===== config.mk =====
export PLATFORM = sky130hd
export DESIGN_NAME = jimbo_bus_arbiter_flat
export DESIGN_NICKNAME = d
export VERILOG_FILES = /design/src/rtl/jimbo_bus_arbiter_if.sv /design/src/rtl/jimbo_bus_arbiter.sv /design/src/flat_wrapper.sv
export SDC_FILE = /design/constraint.sdc
export NUM_CORES = 1
export LEC_CHECK = 0
export ABC_AREA = 1
export BUFFER_PORTS_ARGS = -buffer_cell sky130_fd_sc_hd__buf_4
export CAP_MARGIN = 20
export CORE_MARGIN = 2
export CORE_UTILIZATION = 40
export DETAILED_ROUTE_END_ITERATION = 16
export HOLD_SLACK_MARGIN = 0.05
export PLACE_DENSITY = 0.71
export SETUP_SLACK_MARGIN = 0.5
export SYNTH_ARGS = -nofsm -noshare
export SYNTH_HDL_FRONTEND = slang
export SYNTH_SLANG_ARGS = --single-unit

===== constraint.sdc =====
create_clock -name clk -period 1.05 [get_ports clk]
set_input_delay 0.0525 -clock clk [delete_from_list [all_inputs] [get_ports clk]]
set_output_delay 0.0525 -clock clk [all_outputs]
set_load 0.02 [all_outputs]

===== src/rtl/jimbo_bus_arbiter_if.sv =====
// Requester and external-bus signals of the Jimbo nibble-bus arbiter.
// The arbiter takes the slave view; requesters and pad logic take the master view.
interface jimbo_bus_arbiter_if;
    logic        m0_req;
    logic        m0_we;
    logic [11:0] m0_addr;
    logic [3:0]  m0_wdata;
    logic [3:0]  m0_rdata;
    logic        m0_ack;

    logic        m1_req;
    logic        m1_we;
    logic [11:0] m1_addr;
    logic [3:0]  m1_wdata;
    logic [3:0]  m1_rdata;
    logic        m1_ack;

    logic [11:0] bus_addr;
    logic [3:0]  bus_data_out;
    logic [3:0]  bus_data_in;
    logic        bus_data_rw;

    modport slave (
        input  m0_req, m0_we, m0_addr, m0_wdata,
        input  m1_req, m1_we, m1_addr, m1_wdata,
        input  bus_data_in,
        output m0_rdata, m0_ack, m1_rdata, m1_ack,
        output bus_addr, bus_data_out, bus_data_rw
    );

    modport master (
        output m0_req, m0_we, m0_addr, m0_wdata,
        output m1_req, m1_we, m1_addr, m1_wdata,
        output bus_data_in,
        input  m0_rdata, m0_ack, m1_rdata, m1_ack,
        input  bus_addr, bus_data_out, bus_data_rw
    );
endinterface


===== src/rtl/jimbo_bus_arbiter.sv =====
// Round-robin arbiter sharing the external nibble bus between CPU (m0) and loader (m1).
// Each access: grant edge, WAIT_CYCLES+1 ACCESS cycles, one ACK cycle; requesters stall by holding req.
module jimbo_bus_arbiter #(
    parameter int WAIT_CYCLES = 1
) (
    input  logic                clk,
    input  logic                rst_n,
    jimbo_bus_arbiter_if.slave  bus
);
    typedef enum logic [1:0] {
        IDLE   = 2'd0,
        ACCESS = 2'd1,
        ACK    = 2'd2
    } state_t;

    localparam logic [2:0] WAIT_LAST = 3'(WAIT_CYCLES);

    state_t      state;
    state_t      state_nxt;
    logic        grant_id;
    logic        last_grant;
    logic        lat_we;
    logic [2:0]  wait_cnt;

    logic        any_req;
    logic        pick;
    logic        last_cycle;
    logic [11:0] win_addr;
    logic        win_we;
    logic [3:0]  win_wdata;

    assign any_req    = bus.m0_req | bus.m1_req;
    // m1 wins when it is alone, or when both ask and m0 was served last
    assign pick       = bus.m1_req & (~bus.m0_req | ~last_grant);
    assign last_cycle = (wait_cnt == WAIT_LAST);
    assign win_addr   = pick ? bus.m1_addr  : bus.m0_addr;
    assign win_we     = pick ? bus.m1_we    : bus.m0_we;
    assign win_wdata  = pick ? bus.m1_wdata : bus.m0_wdata;

    always_ff @(posedge clk) begin
        if (!rst_n) begin
            state <= IDLE;
        end else begin
            state <= state_nxt;
        end
    end

    always_comb begin
        state_nxt = state;
        case (state)
            IDLE:    if (any_req) state_nxt = ACCESS;
            ACCESS:  if (last_cycle) state_nxt = ACK;
            ACK:     state_nxt = IDLE;
            default: state_nxt = IDLE;
        endcase
    end

    // bus_addr doubles as the latched address, so it holds between accesses
    always_ff @(posedge clk) begin
        if (!rst_n) begin
            grant_id         <= 1'b0;
            last_grant       <= 1'b1;
            lat_we           <= 1'b0;
            wait_cnt         <= 3'd0;
            bus.bus_addr     <= 12'h000;
            bus.bus_data_out <= 4'h0;
            bus.m0_rdata     <= 4'h0;
            bus.m1_rdata     <= 4'h0;
        end else begin
            case (state)
                IDLE: begin
                    if (any_req) begin
                        grant_id     <= pick;
                        lat_we       <= win_we;
                        wait_cnt     <= 3'd0;
                        bus.bus_addr <= win_addr;
                        if (win_we) bus.bus_data_out <= win_wdata;
                    end
                end
                ACCESS: begin
                    wait_cnt <= wait_cnt + 3'd1;
                    if (last_cycle) begin
                        last_grant <= grant_id;
                        if (!lat_we) begin
                            if (grant_id) bus.m1_rdata <= bus.bus_data_in;
                            else          bus.m0_rdata <= bus.bus_data_in;
                        end
                    end
                end
                default: ;
            endcase
        end
    end

    assign bus.bus_data_rw = (state == ACCESS) & lat_we;
    assign bus.m0_ack      = (state == ACK) & ~grant_id;
    assign bus.m1_ack      = (state == ACK) &  grant_id;
endmodule


===== src/flat_wrapper.sv =====
// flat-port wrapper written by rule: the top's interface ports become plain ports
module jimbo_bus_arbiter_flat 
#(
    parameter int WAIT_CYCLES = 1
)
  (clk, rst_n, bus_m0_req, bus_m0_we, bus_m0_addr, bus_m0_wdata, bus_m1_req, bus_m1_we, bus_m1_addr, bus_m1_wdata, bus_bus_data_in, bus_m0_rdata, bus_m0_ack, bus_m1_rdata, bus_m1_ack, bus_bus_addr, bus_bus_data_out, bus_bus_data_rw);
  jimbo_bus_arbiter_if bus_i ();
  input  logic clk;
  input  logic rst_n;
  input wire logic [$bits(bus_i.m0_req)-1:0] bus_m0_req;
  input wire logic [$bits(bus_i.m0_we)-1:0] bus_m0_we;
  input wire logic [$bits(bus_i.m0_addr)-1:0] bus_m0_addr;
  input wire logic [$bits(bus_i.m0_wdata)-1:0] bus_m0_wdata;
  input wire logic [$bits(bus_i.m1_req)-1:0] bus_m1_req;
  input wire logic [$bits(bus_i.m1_we)-1:0] bus_m1_we;
  input wire logic [$bits(bus_i.m1_addr)-1:0] bus_m1_addr;
  input wire logic [$bits(bus_i.m1_wdata)-1:0] bus_m1_wdata;
  input wire logic [$bits(bus_i.bus_data_in)-1:0] bus_bus_data_in;
  output wire logic [$bits(bus_i.m0_rdata)-1:0] bus_m0_rdata;
  output wire logic [$bits(bus_i.m0_ack)-1:0] bus_m0_ack;
  output wire logic [$bits(bus_i.m1_rdata)-1:0] bus_m1_rdata;
  output wire logic [$bits(bus_i.m1_ack)-1:0] bus_m1_ack;
  output wire logic [$bits(bus_i.bus_addr)-1:0] bus_bus_addr;
  output wire logic [$bits(bus_i.bus_data_out)-1:0] bus_bus_data_out;
  output wire logic [$bits(bus_i.bus_data_rw)-1:0] bus_bus_data_rw;
  assign bus_i.m0_req = bus_m0_req;
  assign bus_i.m0_we = bus_m0_we;
  assign bus_i.m0_addr = bus_m0_addr;
  assign bus_i.m0_wdata = bus_m0_wdata;
  assign bus_i.m1_req = bus_m1_req;
  assign bus_i.m1_we = bus_m1_we;
  assign bus_i.m1_addr = bus_m1_addr;
  assign bus_i.m1_wdata = bus_m1_wdata;
  assign bus_i.bus_data_in = bus_bus_data_in;
  assign bus_m0_rdata = bus_i.m0_rdata;
  assign bus_m0_ack = bus_i.m0_ack;
  assign bus_m1_rdata = bus_i.m1_rdata;
  assign bus_m1_ack = bus_i.m1_ack;
  assign bus_bus_addr = bus_i.bus_addr;
  assign bus_bus_data_out = bus_i.bus_data_out;
  assign bus_bus_data_rw = bus_i.bus_data_rw;
  jimbo_bus_arbiter #(.WAIT_CYCLES(WAIT_CYCLES)) u_core (.clk(clk), .rst_n(rst_n), .bus(bus_i));
endmodule

==> summary.txt, run 1 <==
Setup path
  – Reg-to-reg setup timing slack: -190 ps
  – CP Data Required Time: 1280 ps
  – Worst-path cell chain: inv_2 > ha_4 > nand2_4 > nor2_4 > nand3_4 > nand2_1 > nand2_1 > nor2_1
  – Top cell family by delay on the critical path: simple AND/OR/NAND/NOR gates
  – FF-to-FF path depth: 8
  – Critical-path top delay cell: dfxtp_2
  – Maximum fanout along the worst path: 8
  – CP Launch Point: u_core.wait_cnt[1]
  – Crit end category: flip-flop
  – CP max stage delay: roughly 330 ps
  – CP endpoint: u_core.bus.m0_rdata[0]
  – Crit Reg-Reg Startpoint: u_core.wait_cnt[1]
  – Sum of buffers and inverters on the critical path: 1
  – Critical path depth: 8
  – Worst EP arrival: 1470 ps
  – Setup Crit Path Kind: flip-flop to flip-flop
  – Reg2Reg Capture Point: u_core.bus.m0_rdata[0]
  – Startpoint types: flip-flop
  – Cell repeated most along the worst path: nand2_1

Floorplanning
  – Die area: between 4000 and 5000 µm²
  – Die height: between 60 and 70 µm
  – IO Count: 69
  – Die Wd: around 70 µm
  – Initial Util: around 42%
  – # rows: 23
  – Core Footprint: just over 4000 µm²

Global route
  – GRT Util Overall: about 23%
  – Grt total ovfl: 0
  – First-pass GRT wire length: between 8000 and 9000 µm
  – Initial antenna violation count: 0
  – Largest net degree at the start of global routing: 16
  – Vias in the first global route: 1,961

Logic synthesis
  – YS warnings: 0
  – Main area contributors after synthesis: dfxtp_1 (37%), nand2_1 (14%), inv_1 (7.0%)
  – Distinct cells, synth: 27
  – Sequential area share after synthesis: approximately 37%
  – Syn Area/Cell: around 7.3 µm²
  – Largest area contributor in the netlist: dfxtp_1
  – Commonest cells in the netlist: nand2_1 (63), dfxtp_1 (32), inv_1 (32), nor2_1 (27), nand3b_1 (12)
  – Main synth FF type: dfxtp_1
  – Top-count cell post-synth: nand2_1
  – Synth Net Count: approximately 280
  – Async set-reset flop share out of synthesis: 0%
  – FF+latch count, synth: 32
  – Post-synth EDFFs: 0
  – Top cell type's share of synthesized area: 37.3%
  – Netlist Area Pre-Place: roughly 1700 µm²
  – Post-synthesis instance total: between 200 and 250

STA
  – Min Hold Slack: -10.9 ps
  – RSZ-0062 raised after global routing: true
  – Final Hold Vio Count: 2
  – Fmax: 809 MHz
  – Final min period: between 1000 and 1500 ps
  – TNS Setup: -4570 ps
  – Final setup margin: -185 ps
  – Max-Slew Margin vs Limit: between 70% and 80%
  – Crit share post-route: 118%
  – Slew @ Worst Pin: 307 ps
  – Max Slew Vio Count: 0
  – Final Setup Violations: 35
  – Setup Skew: 10.4 ps

Worst hold path
  – Worst min-delay path class: primary input to flip-flop

Clock network
  – CTS Buf Count: 5
  – CTS tree: done
  – Worst-skew pair later-pin latency: roughly 290 ps
  – Clock root buffer: clkbuf_8
  – H-Tree Depth: 2
  – Clk slew on worst S/H paths: roughly 80 ps
  – Clock Path Buffers: 2
  – CTS Sinks: 32

Flow run
  – Max-cap viol count: 0

Placement
  – Dpl cell area: 2480 µm²
  – Hpwl dp: between 3000 and 4000 µm
  – Port Buffer Count: 68
  – GP Congestion: between 0.7 and 0.8

Pwr
  – Overall power: a little over 4000 µW
  – Pwr dens: around 1300 nW/µm²
  – Leak: approximately 0.0015 µW
  – Worst-case vdd ir drop: between 0.9 and 1 mV

Drt
  – Final wirelength: 5440 µm
  – Initial drt markers: 58
  – Vias: around 1,900
  – Pre-Repair DR Iteration Count: 4
  – DRC errors left: 0
  – Via density: 4.72
  – Routed wire per std cell: approximately 14 µm
  – Antenna-violating nets left: 0

Finish
  – N_diodes: 0
  – Layout cells sized above 1: about 66%
  – Layout Area Growth over Synthesis: 85.2%
  – Final Core Density: about four fifths
  – Final Instance Area: about 3200 µm²
  – Nets: 390

Status
  – Status: complete, but fails checks
  – Failing checks: hold timing, setup timing
what timing repair did:
action / 4_1_cts / 5_1_grt
cloned: 3 / 0
buffers inserted: 19 / 4
hold endpoints to repair: 4 / 4
resized for setup: 98 / 24
pin swaps: 22 / 17
setup endpoints to repair: 59 / 59
kinds of logic after synthesis:
logic type / after synthesis / share of synthesized area [%]
buffers and inverters: 44 / 11.5
adder cells (fa/ha/maj): 2 / 1.46
AND/OR/NAND/NOR: 135 / 41.5
flip-flops: 32 / 37.3
AO/OA/AOI/OAI: 20 / 7.79
XOR/XNOR: 1 / 0.510
report_power, final:
part / internal (µW) / total (µW) / switching (µW)
registers: 1340 / 1440 / 99.5
logic: 717 / 1450 / 733
clock network: 702 / 1190 / 492
total: 2750 / 4080 / 1320
state kept, by name, summed over array words and instances (netlist names):
| register | count |
|---|---|
| u_core.bus.bus_addr | 12 |
| u_core.bus.m0_rdata | 4 |
| u_core.bus.m1_rdata | 4 |
| u_core.bus.bus_data_out | 4 |
| u_core.lat_we | 1 |
| u_core.grant_id | 1 |
| u_core.last_grant | 1 |
| u_core.wait_cnt | 3 |
| u_core.state | 2 |
placed cells by master, fill, tap and decap left out, types with 2 or more instances in the layout:
cell type  count
nand3_1        6
dfxtp_2       29
buf_4         69
dfxtp_4        2
nor2_2         3
nand2_2       14
inv_2          2
a21oi_2       14
buf_6         40
nor2_4         4
a21oi_1        4
clkbuf_8       5
inv_8          3
inv_4          2
nand3_4        6
nand2_1       40
nand2_4       12
nor2_1        22
ha_4           2
nand3b_1      12
nor3_4         3
nand3_2       10
inv_1         29
worst min-delay path, stage by stage:
cell and delay, ps:
buf_4 90, nor2_1 40, nor2_1 80
worst min path at each step:
stage                       startpoint                     end  slack (ps)  cells past startpoint
finish              bus_bus_data_in[1]  u_core.bus.m0_rdata[1]         -10                      3
global route        bus_bus_data_in[0]  u_core.bus.m0_rdata[0]          20                      3
CTS                 bus_bus_data_in[1]  u_core.bus.m0_rdata[1]          -5                      3
detailed placement  bus_bus_data_in[2]  u_core.bus.m0_rdata[2]         300                      3
global placement    bus_bus_data_in[1]  u_core.bus.m0_rdata[1]         290                      3
floorplan                        rst_n  u_core.bus.m1_rdata[3]         170                      2
layout make-up:
type | instances | area (µm²)
multi-input cells | 159 | 1160
clock inverters | 3 | 42.5
repair inverters | 2 | 22.5
clock buffers | 5 | 68.8
inverters | 36 | 153
repair buffers | 110 | 988
fillers | 278 | 873
well taps | 50 | 62.6
flip-flops and latches | 32 | 684
per-layer routing:
layer / track usage, % / wire length, µm
met5: 0 / 0
met3: 4.80 / 191
met2: 42.4 / 2950
met1: 26.8 / 2240
met4: 4.58 / 57
stage by stage:
| step | setup WS, ps | instances |
|---|---|---|
| global route | -256 | 397 |
| global placement | -49.7 | 363 |
| floorplan | -13.4 | 234 |
| finish | -185 | 397 |
| CTS | -131 | 393 |
| detailed placement | -84.9 | 363 |
Power figures use the tool's default switching activity.
==> run 2: changes to the inputs <==
--- a/config.mk
+++ b/config.mk
@@ -10,2 +10,3 @@
 export CAP_MARGIN = 20
+export CORE_ASPECT_RATIO = 2
 export CORE_MARGIN = 2
@@ -14,3 +15,3 @@
 export HOLD_SLACK_MARGIN = 0.05
-export PLACE_DENSITY = 0.71
+export PLACE_DENSITY = 0.68
 export SETUP_SLACK_MARGIN = 0.5
==> constraint.sdc (replaced) <==
create_clock -name clk -period 1.3 [get_ports clk]
set_input_delay 0.13 -clock clk [delete_from_list [all_inputs] [get_ports clk]]
set_output_delay 0.13 -clock clk [all_outputs]
set_load 0.02 [all_outputs]
==> summary.txt, run 2 (synthesis results as in run 1) <==
Drt
  – Vias: 1,855 (-0.91%)
  – Antenna-violating nets left: 0 (unchanged)
  – Routed wire per std cell: 13.1 µm (-4.5%)
  – Initial drt markers: 14 (-76%)
  – Final wirelength: 5150 µm (-5.2%)
  – DRC errors left: 0 (unchanged)
  – Via density: 4.71 (-0.15%)
  – Pre-Repair DR Iteration Count: 3 (-1)

Floorplanning
  – Die area: 4870 µm² (+0.65%)
  – Initial Util: 41.6% (-0.73 points)
  – Die height: 96.7 µm (+39%)
  – Core Footprint: 4130 µm² (+1.8%)
  – IO Count: 69 (unchanged)
  – Die Wd: 50.4 µm (-28%)
  – # rows: 33 (+43%)

Global route
  – Largest net degree at the start of global routing: 19 (+3)
  – Grt total ovfl: 0 (unchanged)
  – Vias in the first global route: 1,882 (-4.0%)
  – GRT Util Overall: 21.2% (-1.6 points)
  – First-pass GRT wire length: 8050 µm (-9.5%)
  – Initial antenna violation count: 0 (unchanged)

Setup path
  – Maximum fanout along the worst path: 5 (-3)
  – CP Data Required Time: 1170 ps (-110 ps)
  – Crit Reg-Reg Startpoint: u_core.wait_cnt[1]
  – Worst EP arrival: 1090 ps (-380 ps)
  – Setup Crit Path Kind: flip-flop to output pin
  – Reg2Reg Capture Point: u_core.bus.m0_rdata[1]
  – Reg-to-reg setup timing slack: 130 ps (+320 ps)
  – Startpoint types: flip-flop
  – FF-to-FF path depth: 8 (unchanged)
  – Crit end category: output pin

Pwr
  – Logic pwr share: 37.5% (+2.0 points)
  – Worst-case vdd ir drop: 0.828 mV (-8.1%)
  – Switching share of power: 32.9% (+0.40 points)
  – Fraction of power consumed by the clock network: 23.9% (-5.4 points)
  – Internal Power: 2010 µW (-27%)
  – Switching power: 983 µW (-26%)
  – Overall power: 2990 µW (-27%)
  – Seq pwr share: 38.6% (+3.4 points)
  – Leak: 0.00146 µW (-5.1%)
  – Pwr dens: 972 nW/µm² (-24%)

STA
  – Final Hold Vio Count: 0 (-2)
  – Crit share post-route: between 90 and 100%
  – Final Setup Violations: 0 (-100%)
  – Max Slew Vio Count: 0 (unchanged)
  – TNS Setup: 0 ps (+4570 ps)
  – Final min period: roughly 1200 ps
  – Setup Skew: 3.30 ps (-7.12 ps)
  – RSZ-0062 raised after global routing: true
  – Slew @ Worst Pin: 330 ps (+22.7 ps)
  – Fmax: slightly above 800 MHz
  – Final setup margin: 84.6 ps (+270 ps)
  – Max-Slew Margin vs Limit: 77.9% (-1.6 points)

Finish
  – Commonest cells after routing, fill and taps aside: buf_4 (70), nand2_1 (41), buf_6 (31)
  – Biggest register: u_core.bus.bus_addr
  – Layout Area Growth over Synthesis: 79.0%
  – Layout cells sized above 1: 64.9% (-1.1 points)
  – Nets: 386 (-1.0%)
  – Post-Layout Cell Count: 394 (-0.76%)
  – N_diodes: 0 (unchanged)
  – Largest register FFs: 12 (unchanged)
  – Commonest non-fill, non-tap cell in the layout: buf_4

Clock network
  – Clock Path Buffers: 2 (unchanged)
  – Clock root buffer: clkbuf_8
  – H-Tree Depth: 2 (unchanged)
  – CTS Buf Count: 5 (unchanged)
  – Clk slew on worst S/H paths: 60 ps (-20 ps)
  – CTS Hold Buffers Added: 0
  – Worst-skew pair later-pin latency: 280 ps (about the same)
  – CTS tree: done
  – CTS Sinks: 32 (unchanged)

Worst hold path
  – Worst min-delay path class: primary input to flip-flop
  – Worst Hold End: u_core.bus.m0_rdata[0]
  – Hold Path Origin: bus_bus_data_in[0]
  – Hold path depth: 3 (unchanged)

Placement
  – # placed instances: 352 (-3.0%)
  – GP Congestion: 0.784 (+2.3%)
  – Post-Place Setup Slack: 83.7 ps (+169 ps)
  – Hpwl dp: 3180 µm (+3.5%)
  – Port Buffer Count: 68 (unchanged)

Flow run
  – Max-cap viol count: 0 (unchanged)

Status
  – Status: finished clean
run 2: changes by cell type in the layout (fill, tap and decap cells not counted), moves of 2 or more:
cell	delta
buf_6	-9
nand2_4	-8
nand2_2	+6
buf_12	+3
nand3_2	+3
a21oi_1	-2
a21oi_2	+2
inv_2	+2
inv_4	-2
nand3_4	-2
nor2_1	+2
o21ai_1	+2
run 2: layer usage:
metal | track usage [%] | up-vias | routed length (µm)
met5 | 0 | - | 0
met4 | 11.2 | 0 | 284
met3 | 4.48 | 19 | 218
met2 | 39.8 | 59 | 2920
met1 | 20.3 | 833 | 1730
li1 | - | 944 | -
run 2: layout make-up:
class                   count  area, µm²
clock inverters             1       5.00
flip-flops and latches     32        687
repair buffers            105        955
clock buffers               6       72.6
well taps                  52       65.1
inverters                  36        148
fillers                   316       1050
multi-input cells         160       1120
repair inverters            2       22.5
run 2: critical path, cell delays in order, from the launching register on:
cell and delay, ps:
dfxtp_4 400, buf_12 110, nand2_8 60, nor2_4 110
buf_6 120
run 2: power groups by stage:
stage                     logic (µW)  registers, µW  clock network [µW]
final                           1120           1150                 715
after global routing            1210           1160                 767
after CTS                       1010           1150                 724
after detailed placement         760           1150                   0
after global placement           750           1150                   0
after floorplan                  423           1220                   0
run 2: worst max path at each step:
stage / slack, ps / from / end / cells past startpoint
finish: 80 / u_core.state[0] / bus_bus_data_rw / 4
global route: 40 / u_core.wait_cnt[1] / u_core.bus.m0_rdata[1] / 8
CTS: 120 / u_core.wait_cnt[1] / u_core.bus.m1_rdata[1] / 8
detailed placement: 80 / u_core.wait_cnt[0] / u_core.bus.m1_rdata[2] / 6
global placement: 120 / u_core.wait_cnt[0] / u_core.bus.m1_rdata[2] / 6
floorplan: 240 / u_core.wait_cnt[0] / u_core.bus.m1_rdata[1] / 6
run 2: through the flow:
stage,utilization [%],cell area (µm²),hold slack [ps]
final,74.5,3080,76.3
after global routing,74.5,3080,80.8
after CTS,70.4,2910,74.3
after detailed placement,57.9,2390,368
after global placement,57.9,2390,363
after floorplan,-,1830,250
run 2: what timing repair did:
item	CTS	global route
endpoints found under the hold margin	0	0
pin swaps	23	14
resized for setup	79	22
gates cloned	4	0
endpoints found under the setup margin	59	59
setup buffers	20	11
==> run 3: changes to the inputs <==
Settings changed: CORE_UTILIZATION 40 to 46, PLACE_DENSITY 0.68 to 0.77.
==> summary.txt, run 3 (synthesis results as in run 1) <==
Finish
  – Post-Layout Cell Count: 382 (-3.0%)
  – Biggest register: u_core.bus.bus_addr
  – Layout cells sized above 1: 62.8% (-2.1 points)
  – Commonest non-fill, non-tap cell in the layout: buf_4
  – Nets: 378 (-2.1%)
  – N_diodes: 0 (unchanged)
  – Commonest cells after routing, fill and taps aside: buf_4 (66), nand2_1 (44), buf_6 (30)
  – Layout Area Growth over Synthesis: 73.2%
  – Largest register FFs: 12 (unchanged)

Clock network
  – CTS Hold Buffers Added: 0 (unchanged)
  – CTS Buf Count: 5 (unchanged)
  – Clock Path Buffers: 2 (unchanged)
  – CTS Sinks: 32 (unchanged)
  – Clk slew on worst S/H paths: 60 ps (about the same)
  – Worst-skew pair later-pin latency: 280 ps (about the same)
  – H-Tree Depth: 2 (unchanged)
  – CTS tree: done
  – Clock root buffer: clkbuf_8

Floorplanning
  – Die area: 4270 µm² (-12%)
  – Die height: 90.5 µm (-6.5%)
  – Core Footprint: 3610 µm² (-13%)
  – Initial Util: 47.7% (+6.0 points)
  – IO Count: 69 (unchanged)
  – Die Wd: 47.2 µm (-6.2%)
  – # rows: 31 (-6.1%)

Drt
  – Final wirelength: 5220 µm (+1.3%)
  – Vias: 1,889 (+1.8%)
  – Via density: 4.95 (+5.0%)
  – Antenna-violating nets left: 0 (unchanged)
  – Initial drt markers: 29 (+15)
  – Pre-Repair DR Iteration Count: 4 (+1)
  – DRC errors left: 0 (unchanged)
  – Routed wire per std cell: 13.7 µm (+4.5%)

Global route
  – Vias in the first global route: 1,750 (-7.0%)
  – First-pass GRT wire length: 7180 µm (-11%)
  – Largest net degree at the start of global routing: 19 (unchanged)
  – GRT Util Overall: 22.4% (+1.2 points)
  – Grt total ovfl: 0 (unchanged)
  – Initial antenna violation count: 0 (unchanged)

Pwr
  – Overall power: 2930 µW (-2.2%)
  – Pwr dens: 982 nW/µm² (+1.1%)
  – Leak: 0.00142 µW (-2.3%)
  – Worst-case vdd ir drop: 0.747 mV (-9.8%)

Status
  – Status: finished clean

Placement
  – Hpwl dp: 3140 µm (-1.3%)
  – GP Congestion: 0.847 (+8.0%)
  – Port Buffer Count: 68 (unchanged)
  – Post-Place Setup Slack: 118 ps (+33.9 ps)
  – # placed instances: 348 (-1.1%)

STA
  – Max-Slew Margin vs Limit: 80.7% (+2.8 points)
  – Max Slew Vio Count: 0 (unchanged)
  – Final setup margin: 70.9 ps (-13.6 ps)
  – Final Hold Vio Count: 0 (unchanged)
  – Final Setup Violations: 0 (unchanged)
  – Slew @ Worst Pin: 288 ps (-42.2 ps)
  – Fmax: 814 MHz (-1.1%)
  – RSZ-0062 raised after global routing: true
  – TNS Setup: 0 ps (unchanged)
  – Setup Skew: 4.16 ps (+0.851 ps)
  – Crit share post-route: 94.5% (+1.0 points)
  – Final min period: 1230 ps (+13.6 ps)

Setup path
  – Maximum fanout along the worst path: 8 (+3)
  – Startpoint types: flip-flop
  – Reg2Reg Capture Point: u_core.bus.bus_addr[1]
  – Sum of buffers and inverters on the critical path: 3 (+1)
  – Crit Reg-Reg Startpoint: u_core.state[0]
  – Critical-path top delay cell: dfxtp_4
  – Top cell family by delay on the critical path: flip-flops
  – CP max stage delay: 370 ps (-30 ps)
  – Setup Crit Path Kind: flip-flop to flip-flop
  – Worst-path cell chain: inv_2 > nand2_4 > nor2_8 > buf_6 > buf_12 > nand3_2 > a21oi_2
  – Crit end category: flip-flop
  – FF-to-FF path depth: 7 (-1)
  – Reg-to-reg setup timing slack: 70 ps (-60 ps)
  – CP Data Required Time: 1510 ps (+340 ps)
  – Worst EP arrival: 1430 ps (+340 ps)

Worst hold path
  – Hold Path Origin: bus_bus_data_in[2]
  – Worst Hold End: u_core.bus.m0_rdata[2]
  – Worst min-delay path class: primary input to flip-flop
  – Hold path depth: 3 (unchanged)

Flow run
  – Max-cap viol count: 0 (unchanged)
==> run 3: layout make-up <==
class                   count  area, µm²
repair inverters            2       22.5
fillers                   244        629
multi-input cells         159       1100
clock buffers               6       72.6
flip-flops and latches     32        687
repair buffers             98        873
well taps                  49       61.3
inverters                  36        158
==> run 3: timing repair <==
action | CTS | global route
endpoints found under the hold margin | 0 | 0
pin swaps | 18 | 12
setup buffers | 12 | 13
cloned | 1 | 2
setup endpoints to repair | 59 | 59
resized for setup | 61 | 39
==> run 3: metal layers <==
| metal | part of all wire (%) | wire length [µm] | GRT usage [%] |
|---|---|---|---|
| met2 | 59 | 3070 | 41.9 |
| met4 | 4.1 | 216 | 9.03 |
| met1 | 34 | 1760 | 20.8 |
| met5 | 0 | 0 | 0 |
| met3 | 3.4 | 180 | 4.80 |
==> run 3: worst min-delay path, stage by stage <==
cell	delay, ps
buf_4	80
nor2_1	40
nor2_1	80
==> run 3: power breakdown <==
part           total, µW  switching [µW]  internal [µW]
combinational       1060             546            511
sequential          1160            82.5           1080
clock                706             349            356
total               2930             978           1950
==> run 3: worst max-delay path by stage <==
stage,cells after the start,slack [ps],endpoint,from
final,7,70,u_core.bus.bus_addr[1],u_core.state[0]
after global routing,7,10,u_core.bus.bus_addr[1],u_core.state[0]
after CTS,8,120,u_core.bus.m1_rdata[3],u_core.wait_cnt[1]
after detailed placement,6,120,u_core.bus.m0_rdata[0],u_core.wait_cnt[0]
after global placement,6,130,u_core.bus.m0_rdata[0],u_core.wait_cnt[0]
after floorplan,6,240,u_core.bus.m1_rdata[1],u_core.wait_cnt[0]
==> run 3: stage by stage <==
| stage | hold WS (ps) | cell area, µm² | utilization, % |
|---|---|---|---|
| floorplan | 250 | 1830 | - |
| global placement | 367 | 2380 | 65.9 |
| detailed placement | 373 | 2380 | 65.9 |
| CTS | 84.7 | 2730 | 75.6 |
| global route | 96.0 | 2980 | 82.6 |
| finish | 81.3 | 2980 | 82.6 |
